**config.mk**
```make
export PLATFORM = sky130hd
export DESIGN_NAME = tp_step_gen
export DESIGN_NICKNAME = d
export VERILOG_FILES = /design/src/rtl/tp_step_gen.sv
export SDC_FILE = /design/constraint.sdc
export NUM_CORES = 1
export LEC_CHECK = 0
export CELL_PAD_IN_SITES_DETAIL_PLACEMENT = 1
export CELL_PAD_IN_SITES_GLOBAL_PLACEMENT = 1
export CORE_UTILIZATION = 39
export CTS_CLUSTER_SIZE = 20
export DETAILED_ROUTE_END_ITERATION = 7
export MAX_ROUTING_LAYER = met4
export PLACE_DENSITY = 0.77
export SLEW_MARGIN = 20
export SYNTH_ARGS = -nofsm -noshare
export SYNTH_HDL_FRONTEND = slang
export SYNTH_SLANG_ARGS = --single-unit
export TNS_END_PERCENT = 100
```
**constraint.sdc**
```tcl
create_clock -name clk -period 3.85 [get_ports clk]
set_input_delay 0.385 -clock clk [delete_from_list [all_inputs] [get_ports clk]]
set_output_delay 0.385 -clock clk [all_outputs]
set_load 0.005 [all_outputs]
```
**src/rtl/tp_step_gen.sv**
```systemverilog
// Stepper STEP/DIR/ENABLE pulse generator with clamped period, DIR setup hold and runt-free stop.
// Optional signed step position counter is enabled by defining TP_POS_CNT_EN.
module tp_step_gen #(
    parameter int WIDTH_TP  = 16,
    parameter int PULSE_W   = 4,
    parameter int DIR_SETUP = 8
) (
    input  logic                clk,
    input  logic                rst,
    input  logic                drv_en,
    input  logic                dir,
    input  logic [WIDTH_TP-1:0] period,
    input  logic                period_valid,
    output logic                step,
    output logic                dir_out,
    output logic                en_out,
    output logic                busy,
    output logic [31:0]         pos
);

    localparam logic [1:0] S_IDLE     = 2'd0;
    localparam logic [1:0] S_DIR_WAIT = 2'd1;
    localparam logic [1:0] S_STEP_HI  = 2'd2;
    localparam logic [1:0] S_STEP_LO  = 2'd3;

    localparam logic [WIDTH_TP-1:0] ZERO_V  = {WIDTH_TP{1'b0}};
    localparam logic [WIDTH_TP-1:0] ONE_V   = {{(WIDTH_TP-1){1'b0}}, 1'b1};
    localparam logic [WIDTH_TP-1:0] PW_V    = WIDTH_TP'(PULSE_W);
    localparam logic [WIDTH_TP-1:0] PW_M1   = WIDTH_TP'(PULSE_W - 1);
    localparam logic [WIDTH_TP-1:0] DS_M1   = WIDTH_TP'(DIR_SETUP - 1);
    localparam logic [WIDTH_TP-1:0] MIN_EFF = WIDTH_TP'(2 * PULSE_W);

    logic [1:0]          state_q, state_d;
    logic [WIDTH_TP-1:0] cnt_q, cnt_d;
    logic [WIDTH_TP-1:0] eff_q, eff_d;
    logic [WIDTH_TP-1:0] period_q, period_d;
    logic                stop_seen_q, stop_seen_d;
    logic                dir_out_q, dir_out_d;
    logic                step_q, step_d;
    logic                busy_q, busy_d;
    logic                en_q;

    logic [WIDTH_TP-1:0] eff_s;
    logic [WIDTH_TP-1:0] lo_last_s;
    logic                stop_s;
    logic                stop_any_s;

    // Clamped interval, last low-phase count and stop request decode
    always_comb begin
        eff_s      = (period_q > MIN_EFF) ? period_q : MIN_EFF;
        lo_last_s  = eff_q - PW_V - ONE_V;
        stop_s     = (!drv_en) || (period_q == ZERO_V);
        stop_any_s = stop_s || stop_seen_q;
    end

    // Next-state logic for the pulse sequencer; a stop never cuts STEP high or low below PULSE_W
    always_comb begin
        state_d     = state_q;
        cnt_d       = cnt_q;
        eff_d       = eff_q;
        stop_seen_d = stop_seen_q;
        dir_out_d   = dir_out_q;
        case (state_q)
            S_IDLE: begin
                cnt_d       = ZERO_V;
                stop_seen_d = 1'b0;
                if (drv_en && (period_q != ZERO_V)) begin
                    if (dir == dir_out_q) begin
                        state_d = S_STEP_HI;
                        eff_d   = eff_s;
                    end else begin
                        state_d   = S_DIR_WAIT;
                        dir_out_d = dir;
                    end
                end else begin
                    state_d = S_IDLE;
                end
            end
            S_DIR_WAIT: begin
                if (stop_s) begin
                    state_d = S_IDLE;
                    cnt_d   = ZERO_V;
                end else if (cnt_q == DS_M1) begin
                    state_d = S_STEP_HI;
                    cnt_d   = ZERO_V;
                    eff_d   = eff_s;
                end else begin
                    cnt_d = cnt_q + ONE_V;
                end
            end
            S_STEP_HI: begin
                stop_seen_d = stop_any_s;
                if (cnt_q == PW_M1) begin
                    state_d = S_STEP_LO;
                    cnt_d   = ZERO_V;
                end else begin
                    cnt_d = cnt_q + ONE_V;
                end
            end
            S_STEP_LO: begin
                stop_seen_d = stop_any_s;
                if (stop_any_s && (cnt_q >= PW_M1)) begin
                    state_d     = S_IDLE;
                    cnt_d       = ZERO_V;
                    stop_seen_d = 1'b0;
                end else if (cnt_q == lo_last_s) begin
                    cnt_d = ZERO_V;
                    if (dir != dir_out_q) begin
                        state_d   = S_DIR_WAIT;
                        dir_out_d = dir;
                    end else begin
                        state_d = S_STEP_HI;
                        eff_d   = eff_s;
                    end
                end else begin
                    cnt_d = cnt_q + ONE_V;
                end
            end
            default: begin
                state_d     = S_IDLE;
                cnt_d       = ZERO_V;
                stop_seen_d = 1'b0;
            end
        endcase
    end

    // Output decode from the next state so pins change on the same edge as the state
    always_comb begin
        step_d   = (state_d == S_STEP_HI);
        busy_d   = (state_d != S_IDLE);
        if (period_valid) begin
            period_d = period;
        end else begin
            period_d = period_q;
        end
    end

    // State, counters and registered pins
    always_ff @(posedge clk) begin
        if (rst) begin
            state_q     <= S_IDLE;
            cnt_q       <= ZERO_V;
            eff_q       <= ZERO_V;
            period_q    <= ZERO_V;
            stop_seen_q <= 1'b0;
            dir_out_q   <= 1'b0;
            step_q      <= 1'b0;
            busy_q      <= 1'b0;
            en_q        <= 1'b0;
        end else begin
            state_q     <= state_d;
            cnt_q       <= cnt_d;
            eff_q       <= eff_d;
            period_q    <= period_d;
            stop_seen_q <= stop_seen_d;
            dir_out_q   <= dir_out_d;
            step_q      <= step_d;
            busy_q      <= busy_d;
            en_q        <= drv_en;
        end
    end

`ifdef TP_POS_CNT_EN
    logic [31:0] pos_q;

    // Signed position: one count per STEP rising edge, wraps silently
    always_ff @(posedge clk) begin
        if (rst) begin
            pos_q <= 32'd0;
        end else if (step_d && !step_q) begin
            pos_q <= dir_out_q ? (pos_q + 32'd1) : (pos_q - 32'd1);
        end else begin
            pos_q <= pos_q;
        end
    end

    assign pos = pos_q;
`else
    assign pos = 32'd0;
`endif

    assign step    = step_q;
    assign dir_out = dir_out_q;
    assign en_out  = en_q;
    assign busy    = busy_q;

endmodule

```
# [After elaboration in Yosys (flattened, before gate mapping)]
# Cells that the tools add are included.
[totals] word_cells=78 ramBits=0 n_memories=0 in_bits=21 output_inout_bits=36 ff_bits=55 latchBits=0 rom_bits=0
[op_classes] n_reduce_logical=14 n_bitwise=0 n_lt_le_gt_ge=2 eq_ne=18 mux=32 n_shift=0 n_mul=0 add_sub_neg=3 n_div=0
[op_table] op="16-bit two-way mux" count=13
[op_table] op="16-bit case mux with 4 select lines" count=1
[op_table] op="16-bit case mux with 3 select lines" count=1
[op_table] op="2-bit inequality test, second input constant" count=9
[op_table] op="16-bit by 1-bit adder with 16-bit output, second input constant" count=1
[op_table] op="16-bit == test" count=1
[op_table] op="16-bit by 2-bit == test with 1-bit output, second input constant" count=1
[op_table] op="16-bit by 3-bit == test with 1-bit output, second input constant" count=1
[op_table] op="16-bit by 2-bit >= comparator with 1-bit output, second input constant" count=1
[op_table] op="16-bit by 4-bit greater-than comparator with 1-bit output, second input constant" count=1
[op_table] op="16-bit zero test" count=1
[op_table] op="2-bit two-way mux" count=8
[op_table] op="16-bit nonzero test" count=1
[op_table] op="16-bit by 1-bit subtractor with 16-bit output, second input constant" count=1
[op_table] op="16-bit by 3-bit subtractor with 16-bit output, second input constant" count=1
[op_table] op="2-bit case mux with 4 select lines" count=1
[op_table] op="8-bit AND reduction" count=1
[op_table] op="2-bit == test, second input constant" count=3
[op_table] op="1-bit two-way mux" count=6
[op_table] op="6-bit AND reduction" count=1
[op_table] op="3-bit nonzero test" count=2
[op_table] op="2-bit nonzero test" count=2
[op_table] op="1-bit case mux with 3 select lines" count=1
[op_table] op="2-bit by 1-bit == test with 1-bit output, second input constant" count=1
[op_table] op="7 further kinds" count=9

# [Depth between registers and ports, before layout]
# Gate-level depths: netlist of the first run.
[depth] depth_word=7 depth_mapped=12 depth_no_buf=10

# [Worst setup path after synthesis of the first run]
# Ideal clock, no wire load.
[synth_timing] kind="register -> register" startpoint="reg eff_q[3]" endpoint="reg eff_q[11]" required_time_ns=3.718 setup_slack_ns=1.092 synth_period_minus_slack_ns=2.758 path_stages_with_launch=12 arrival_time_ns=2.626 setup_ns=0.132 path_buffers=3 path_cell_list="dfxtp_1 > buf_6 > or4_4 > buf_6 > nor4b_4 > nand2_1 > nor4_1 > a31oi_1 > o41a_1 > clkbuf_2 > o21ai_1 > a21oi_1"
[synth_via] elab_chain_len=5
[synth_lines] item="start: declaration" line="35" text="logic [WIDTH_TP-1:0] eff_q, eff_d;"
[synth_lines] item="start signal: assignment" line="143" text="eff_q <= ZERO_V;"
[synth_lines] item="start signal: assignment" line="153" text="eff_q <= eff_d;"
[synth_lines] item="16-bit by 3-bit subtractor with 16-bit output" line="51" text="lo_last_s = eff_q - PW_V - ONE_V;"
[synth_lines] item="16-bit by 1-bit subtractor with 16-bit output" line="51"
[synth_lines] item="16-bit == test" line="106" text="end else if (cnt_q == lo_last_s) begin"
[synth_lines] item="2-bit inequality test (no line)"
[synth_lines] item="8-bit AND reduction (no line)"
# Every way passes these cells.
# A chain may end at the register's enable or synchronous reset.

# [Worst setup path in the final report of the first run]
[layout_timing] startpoint="reg eff_q[3]" endpoint="reg cnt_q[12]"
[layout_via] elab_chain_len=6
[layout_lines] item="16-bit by 3-bit subtractor with 16-bit output" line="51"
[layout_lines] item="16-bit by 1-bit subtractor with 16-bit output" line="51"
[layout_lines] item="16-bit == test" line="106"
[layout_lines] item="16-bit two-way mux" line="106"
[layout_lines] item="16-bit two-way mux" line="102" text="if (stop_any_s && (cnt_q >= PW_M1)) begin"
[layout_lines] item="16-bit case mux with 4 select lines" line="63" text="case (state_q)"
[layout_lines] item="end signal: assignment" line="152" text="cnt_q <= cnt_d;"
[layout_lines] item="end: declaration" line="34" text="logic [WIDTH_TP-1:0] cnt_q, cnt_d;"
# Every way passes these cells.

==> results of run 1 <==
[synth_stat cells (2+ instances only)]
library cell and instances:
nand2_1 20, a31oi_1 5, o21ai_1 10, nand3b_1 2, xnor2_1 22, or4_1 3, nand3_1 27, nand2b_1 5
xor2_1 15, o21ai_0 11, buf_2 2, nor2_1 53, and3_1 5, mux2i_1 19, nor4_1 8, a21oi_1 20
nor2b_1 4, a21o_1 2, nor3_1 10, or3_1 2, and2_1 2, o211ai_1 7, dfxtp_1 55, buf_4 33
inv_1 9, o21a_1 4, buf_6 3, clkbuf_1 16, ha_1 2, a211o_1 2, nand4_1 9, a2111oi_0 2
[per-layer routing]
layer,global-route usage,up-vias
met5,-,-
met4,0.0615,0
met3,0.0330,12
met2,0.316,61
met1,0.251,1332
li1,-,1388
[final cells by class]
cell class	count	area (sq um)
Fill cell	1028	4640
Multi-Input combinational cell	321	1950
Sequential cell	55	1100
Timing Repair Buffer	30	285
Tap cell	105	131
Clock buffer	5	68.8
Clock inverter	3	50.0
Inverter	9	33.8
[worst max-delay path: cells and delay by family (launching register included)]
kind	cells	cell delay [ns]
buf+inv	1	0.17
flops	1	0.40
compound gates	2	0.88
simple gates	5	1.38
xor+xnor	1	0.17
[registers in the layout, indices dropped and copies added, names as in the netlist]
register / cells
busy: 1
step: 1
period_q: 16
cnt_q: 16
stop_seen_q: 1
state_q: 2
eff_q: 16
en_out: 1
dir_out: 1
[how the worst max path moves through the flow]
stage                                startpoint                     end  slack, ns
after floorplan           eff_q[3]$_SDFFE_PP0P_  eff_q[11]$_SDFFE_PP0P_       1.09
after global placement    eff_q[3]$_SDFFE_PP0P_    cnt_q[11]$_SDFF_PP0_       0.84
after detailed placement  eff_q[3]$_SDFFE_PP0P_    cnt_q[12]$_SDFF_PP0_       0.77
after CTS                 eff_q[3]$_SDFFE_PP0P_    cnt_q[12]$_SDFF_PP0_       0.74
after global routing      eff_q[3]$_SDFFE_PP0P_   eff_q[4]$_SDFFE_PP0P_       0.50
final                     eff_q[3]$_SDFFE_PP0P_    cnt_q[12]$_SDFF_PP0_       0.76
[power breakdown]
group	internal, W	switching (W)	total (W)
logic	0.000139	0.000172	0.000311
registers	0.000598	0.0000353	0.000633
clock network	0.000201	0.000215	0.000417
total	0.000938	0.000423	0.00136
[cells by family after synthesis]
| group | count (synthesis) |
|---|---|
| xor+xnor | 37 |
| buf+inv | 65 |
| compound gates | 74 |
| flops | 55 |
| mux | 19 |
| other cells | 1 |
| simple gates | 157 |
| fa+ha+maj | 2 |
[through the flow]
step | hold slack [ns] | worst slack (ns) | total power (W) | area [sq um]
after global routing | 0.528 | 0.499 | 0.00144 | 3620
after floorplan | 0.451 | 1.09 | 0.000901 | 3450
after global placement | 0.476 | 0.835 | 0.000946 | 3500
final | 0.496 | 0.760 | 0.00136 | 3620
after detailed placement | 0.481 | 0.772 | 0.000959 | 3500
after CTS | 0.500 | 0.737 | 0.00138 | 3620
==> impl_metrics.yaml, run 1 <==
status:
  status: "finished, final reports clean"
die:
  start_util: 0.403
  fp-row-count: 33
  fp.dieArea_sq_mm: 0.00891
  coreArea_sq_mm: 0.00826
  io_pins: 57
  die_h_microns: 94.4
  die_w_microns: 94.4
timing:
  fin_worst_skew_ns: 0.0160
  finalCritPeriodShare: 0.802
  finalHoldViolCount: 0
  grt_setup_unrepaired: "false"
  fin_crit_ns: 3.09
  drv_slew: 0
  tns_ns: 0
  finalSetupViolCount: 0
  fmax_ghz: 0.324
  worst_pin_slew_ns: 0.924
  worst_slew_margin_rel: 0.382
critical_path:
  crit_chain: "or4_4, nor4b_4, xnor2_1, nand2_1, a31oi_1, nor3_1, buf_4, o22a_1, nor2_1"
  start_kind: "flip-flop"
  slowest_delay_ns: 0.64
  rr_startpoint: "eff_q[3]$_SDFFE_PP0P_"
  r2r_end: "cnt_q[12]$_SDFF_PP0_"
  path_max_fanout: 16
  worstPathArrival_ns: 3.34
  critPathCaptureType: "flip-flop"
  required_ns: 4.10
  reg2reg_depth: 9
  crit_type: "reg -> reg"
  slowest_stage: "or4_4"
  rrSetupSlack_ns: 0.76
routing:
  route.met3.wl_microns: 284
  wl_per_cell_microns: 14.8
  route.layer.met1.wl_microns: 3630
  drtPass1Iterations: 4
  drt_iter0_drc: 74
  vias: 2793
  drcViolationCount: 0
  met2_length_microns: 3770
  via_per_inst: 5.29
  highest_layer: "met4"
  ant_nets: 0
  totalWireLength_microns: 7810
clock_tree:
  cts_setup_buffers: 0
  root_buffer: "clkbuf_8"
  path_clk_slew_ns: 0.11
  hold_buffers: 0
  htree_levels: 2
  cts_sinks: 55
  cts_resized: 0
  clockBufferDepth: 2
  cts_tree: "done"
  numCtsBuffers: 5
  clk_latency_ns: 0.32
worst_hold_path:
  min_from: "period_q[9]$_SDFFE_PP0P_"
  hold_path_class: "reg -> reg"
  hold-path-cell-count: 2
  holdPathEnd: "eff_q[9]$_SDFFE_PP0P_"
cells_and_area:
  syn2layout_area_growth_pct: 8.76
  postLayoutCoreUtil: 0.438
  n_antenna_cell: 0
  layout_common_cells: "dfxtp_1, nor2_1, conb_1"
  instances_no_fill: 528
  final_common_cell: "dfxtp_1"
  final_nets: 445
  drive_above_1_share: 0.0496
yosys:
  ys_warn_count: 0
  synth_adder_area_share: 0.00752
  synth_seq_cells: 55
  synthXorXnorAreaFrac: 0.0973
  synth_mux_area_frac: 0.0571
  synth_area_sq_mm: 0.00333
  synth-main-ff-cell: "dfxtp_1"
  synth_compound_area_frac: 0.147
  yosysTopAreaCellShare: 0.331
  synthCells: 410
  synthArstFlopShare: 0
  yosysSeqAreaShare: 0.331
  synth-simple-area-share: 0.241
  synth.area.top_cells: "dfxtp_1, buf_4, nor2_1"
  synth_top_family_by_area: "simple AND/OR/NAND/NOR gates"
  yosys.area.top_type: "dfxtp_1"
  synth_cell_types: 53
  synth-edff-count: 0
  avgSynthCellArea_sq_um: 8.12
placed_design:
  port_buffers: 24
  hpwlAfterDp_microns: 5980
  dp_cells: 520
  gp_congestion: 0.913
flow_run:
  max_cap_viol_count: 0
global_route:
  grt_overflow: 0
  grt_pass1_vias: 2802
  grt_max_degree: 42
  grt_first_pass_wirelength_microns: 13400
  grt_usage: 0.197
  antenna_found_initial: 0
power_and_ir_drop:
  p_per_area_mw_per_mm2: 376
  p_leak_nw: 1.33
  ir_drop_uv: 198
Note: power is estimated with default switching activity, not from simulation.
==> run 2, diff against run 1 <==
Settings changed: CORE_UTILIZATION 39 to 36, PLACE_DENSITY 0.77 to 0.75.
Clock period 3.85 ns to 2.8 ns, I/O delays scaled along.
==> run 2 against run 1 <==
The flow now finishes with violations (setup timing); die area rose by 8.2%; fmax rose by 8.2%; sequential cell count did not move; sequential share of layout area fell by 3.3 points; combinational power rose by 90%; critical path depth rose by 2; power rose by 43%.
==> impl_metrics.yaml, run 2 (synthesis gave the netlist of run 1 again) <==
timing:
  whs_ns: 0.488
  finalSetupViolCount: 12
  setup_ws_ns: -0.0544
  finalCritPeriodShare: 1.02
  fin_crit_ns: 2.85
  worst_pin_slew_ns: 0.624
  finalHoldViolCount: 0
  fin_worst_skew_ns: 0.00554
  tns_ns: -0.363
  grt_setup_unrepaired: "true"
  fmax_ghz: 0.350
  drv_slew: 0
  worst_slew_margin_rel: 0.584
placed_design:
  hpwlAfterDp_microns: 6550
  dp_cells: 548
  gp_congestion: 0.837
  port_buffers: 24
  dpl_worst_slack_ns: -0.0876
power_and_ir_drop:
  p_seq_frac: 0.445
  intPower_w: 0.00129
  combPwrFrac: 0.305
  p_sw_frac: 0.334
  clock_power_share: 0.250
  p_per_area_mw_per_mm2: 477
  ir_drop_uv: 217
  p_switching_w: 0.000649
  p_leak_nw: 1.54
  power_w: 0.00194
cells_and_area:
  n_antenna_cell: 0
  final_nets: 478
  final_common_cell: "dfxtp_1"
  drive_above_1_share: 0.182
  top_regs: "cnt_q: 16 flops, eff_q: 16 flops, period_q: 16 flops"
  fillCellCount: 1080
  instances_no_fill: 564
  layout_common_cells: "dfxtp_1, nor2_1, buf_4"
  syn2layout_area_growth_pct: 22.3
die:
  die_w_microns: 98.2
  fp.dieArea_sq_mm: 0.00964
  start_util: 0.376
  die_h_microns: 98.2
  fp-row-count: 34
  io_pins: 57
  coreArea_sq_mm: 0.00885
critical_path:
  r2r_end: "eff_q[4]$_SDFFE_PP0P_"
  crit_chain: "or4_4, nor4b_4, buf_4, xnor2_2, nand2_1, a31oi_4, buf_6, o41ai_4, buf_6, nand3_1, a21oi_1"
  crit_path_end: "eff_q[4]$_SDFFE_PP0P_"
  slowest_stage: "or4_4"
  rr_startpoint: "eff_q[9]$_SDFFE_PP0P_"
  critPathCaptureType: "flip-flop"
  crit_type: "reg -> reg"
  reg2reg_depth: 11
  required_ns: 3.05
  startpoint: "eff_q[9]$_SDFFE_PP0P_"
  rrSetupSlack_ns: -0.05
  start_kind: "flip-flop"
  worstPathArrival_ns: 3.10
  cpMostUsedCell: "buf_6"
  path_max_fanout: 7
  slowest_delay_ns: 0.57
clock_tree:
  clk_latency_ns: 0.32
  cts_tree: "done"
  path_clk_slew_ns: 0.11
  root_buffer: "clkbuf_8"
  clockBufferDepth: 2
  htree_levels: 2
  cts_sinks: 55
  hold_buffers: 0
  numCtsBuffers: 5
flow_run:
  max_cap_viol_count: 0
routing:
  ant_nets: 0
  totalWireLength_microns: 8930
  via_per_inst: 5.23
  wl_per_cell_microns: 15.8
  drcViolationCount: 0
  vias: 2951
  drt_iter0_drc: 160
  drtPass1Iterations: 6
global_route:
  grt_overflow: 0
  grt_first_pass_wirelength_microns: 14700
  grt_usage: 0.195
  antenna_found_initial: 0
  grt_pass1_vias: 3000
  grt_max_degree: 41
worst_hold_path:
  min_from: "period_q[12]$_SDFFE_PP0P_"
  hold_path_class: "reg -> reg"
status:
  status: "finished, violations left"
  violations: "setup timing"
-- run 2: what timing repair did --
action | in CTS | in global routing
buffers inserted | 3 | 4
resized for setup | 8 | 30
pin swaps | 4 | 15
cloned | 1 | 0
endpoints found under the setup margin | 15 | 36
-- run 2: power by group through the flow --
stage | combinational [W] | sequential [W] | clock, W
2_1_floorplan | 0.000375 | 0.000864 | 0
6_report | 0.000592 | 0.000865 | 0.000486
5_1_grt | 0.000640 | 0.000872 | 0.000534
3_5_place_dp | 0.000489 | 0.000880 | 0
3_3_place_gp | 0.000474 | 0.000876 | 0
4_1_cts | 0.000519 | 0.000862 | 0.000502
-- run 2: how the worst min path moves through the flow --
stage	end	cells past startpoint
after global placement	cnt_q[0]$_SDFF_PP0_	1
after CTS	eff_q[9]$_SDFFE_PP0P_	2
after floorplan	en_out$_SDFF_PP0_	1
after global routing	eff_q[9]$_SDFFE_PP0P_	2
final	eff_q[12]$_SDFFE_PP0P_	2
after detailed placement	cnt_q[0]$_SDFF_PP0_	1
-- run 2: layout make-up --
type                            count  area (sq um)  area share
Timing Repair Buffer               63           582       0.143
Tap cell                          108           135      0.0332
Inverter                            9          33.8     0.00830
Clock buffer                        5          68.8      0.0169
Multi-Input combinational cell    321          2120       0.521
Sequential cell                    55          1100       0.271
Clock inverter                      3          27.5     0.00676
-- run 2: critical path: cells and delay by family (launching register included) --
kind / cells / cell delay [ns]
compound gates: 3 / 0.71
xor+xnor: 1 / 0.05
buf+inv: 3 / 0.55
simple gates: 4 / 1.12
flops: 1 / 0.35
-- run 2: through the flow --
stage	cell area, sq um	util
global placement	3720	0.420
CTS	3890	0.440
detailed placement	3720	0.420
floorplan	3450	-
global route	4070	0.460
finish	4070	0.460
-- run 2: layer usage --
layer  GRT usage  part of all wire
met2       0.328              0.49
met4      0.0597             0.020
met1       0.243              0.46
met3      0.0236             0.025
met5           -                 0
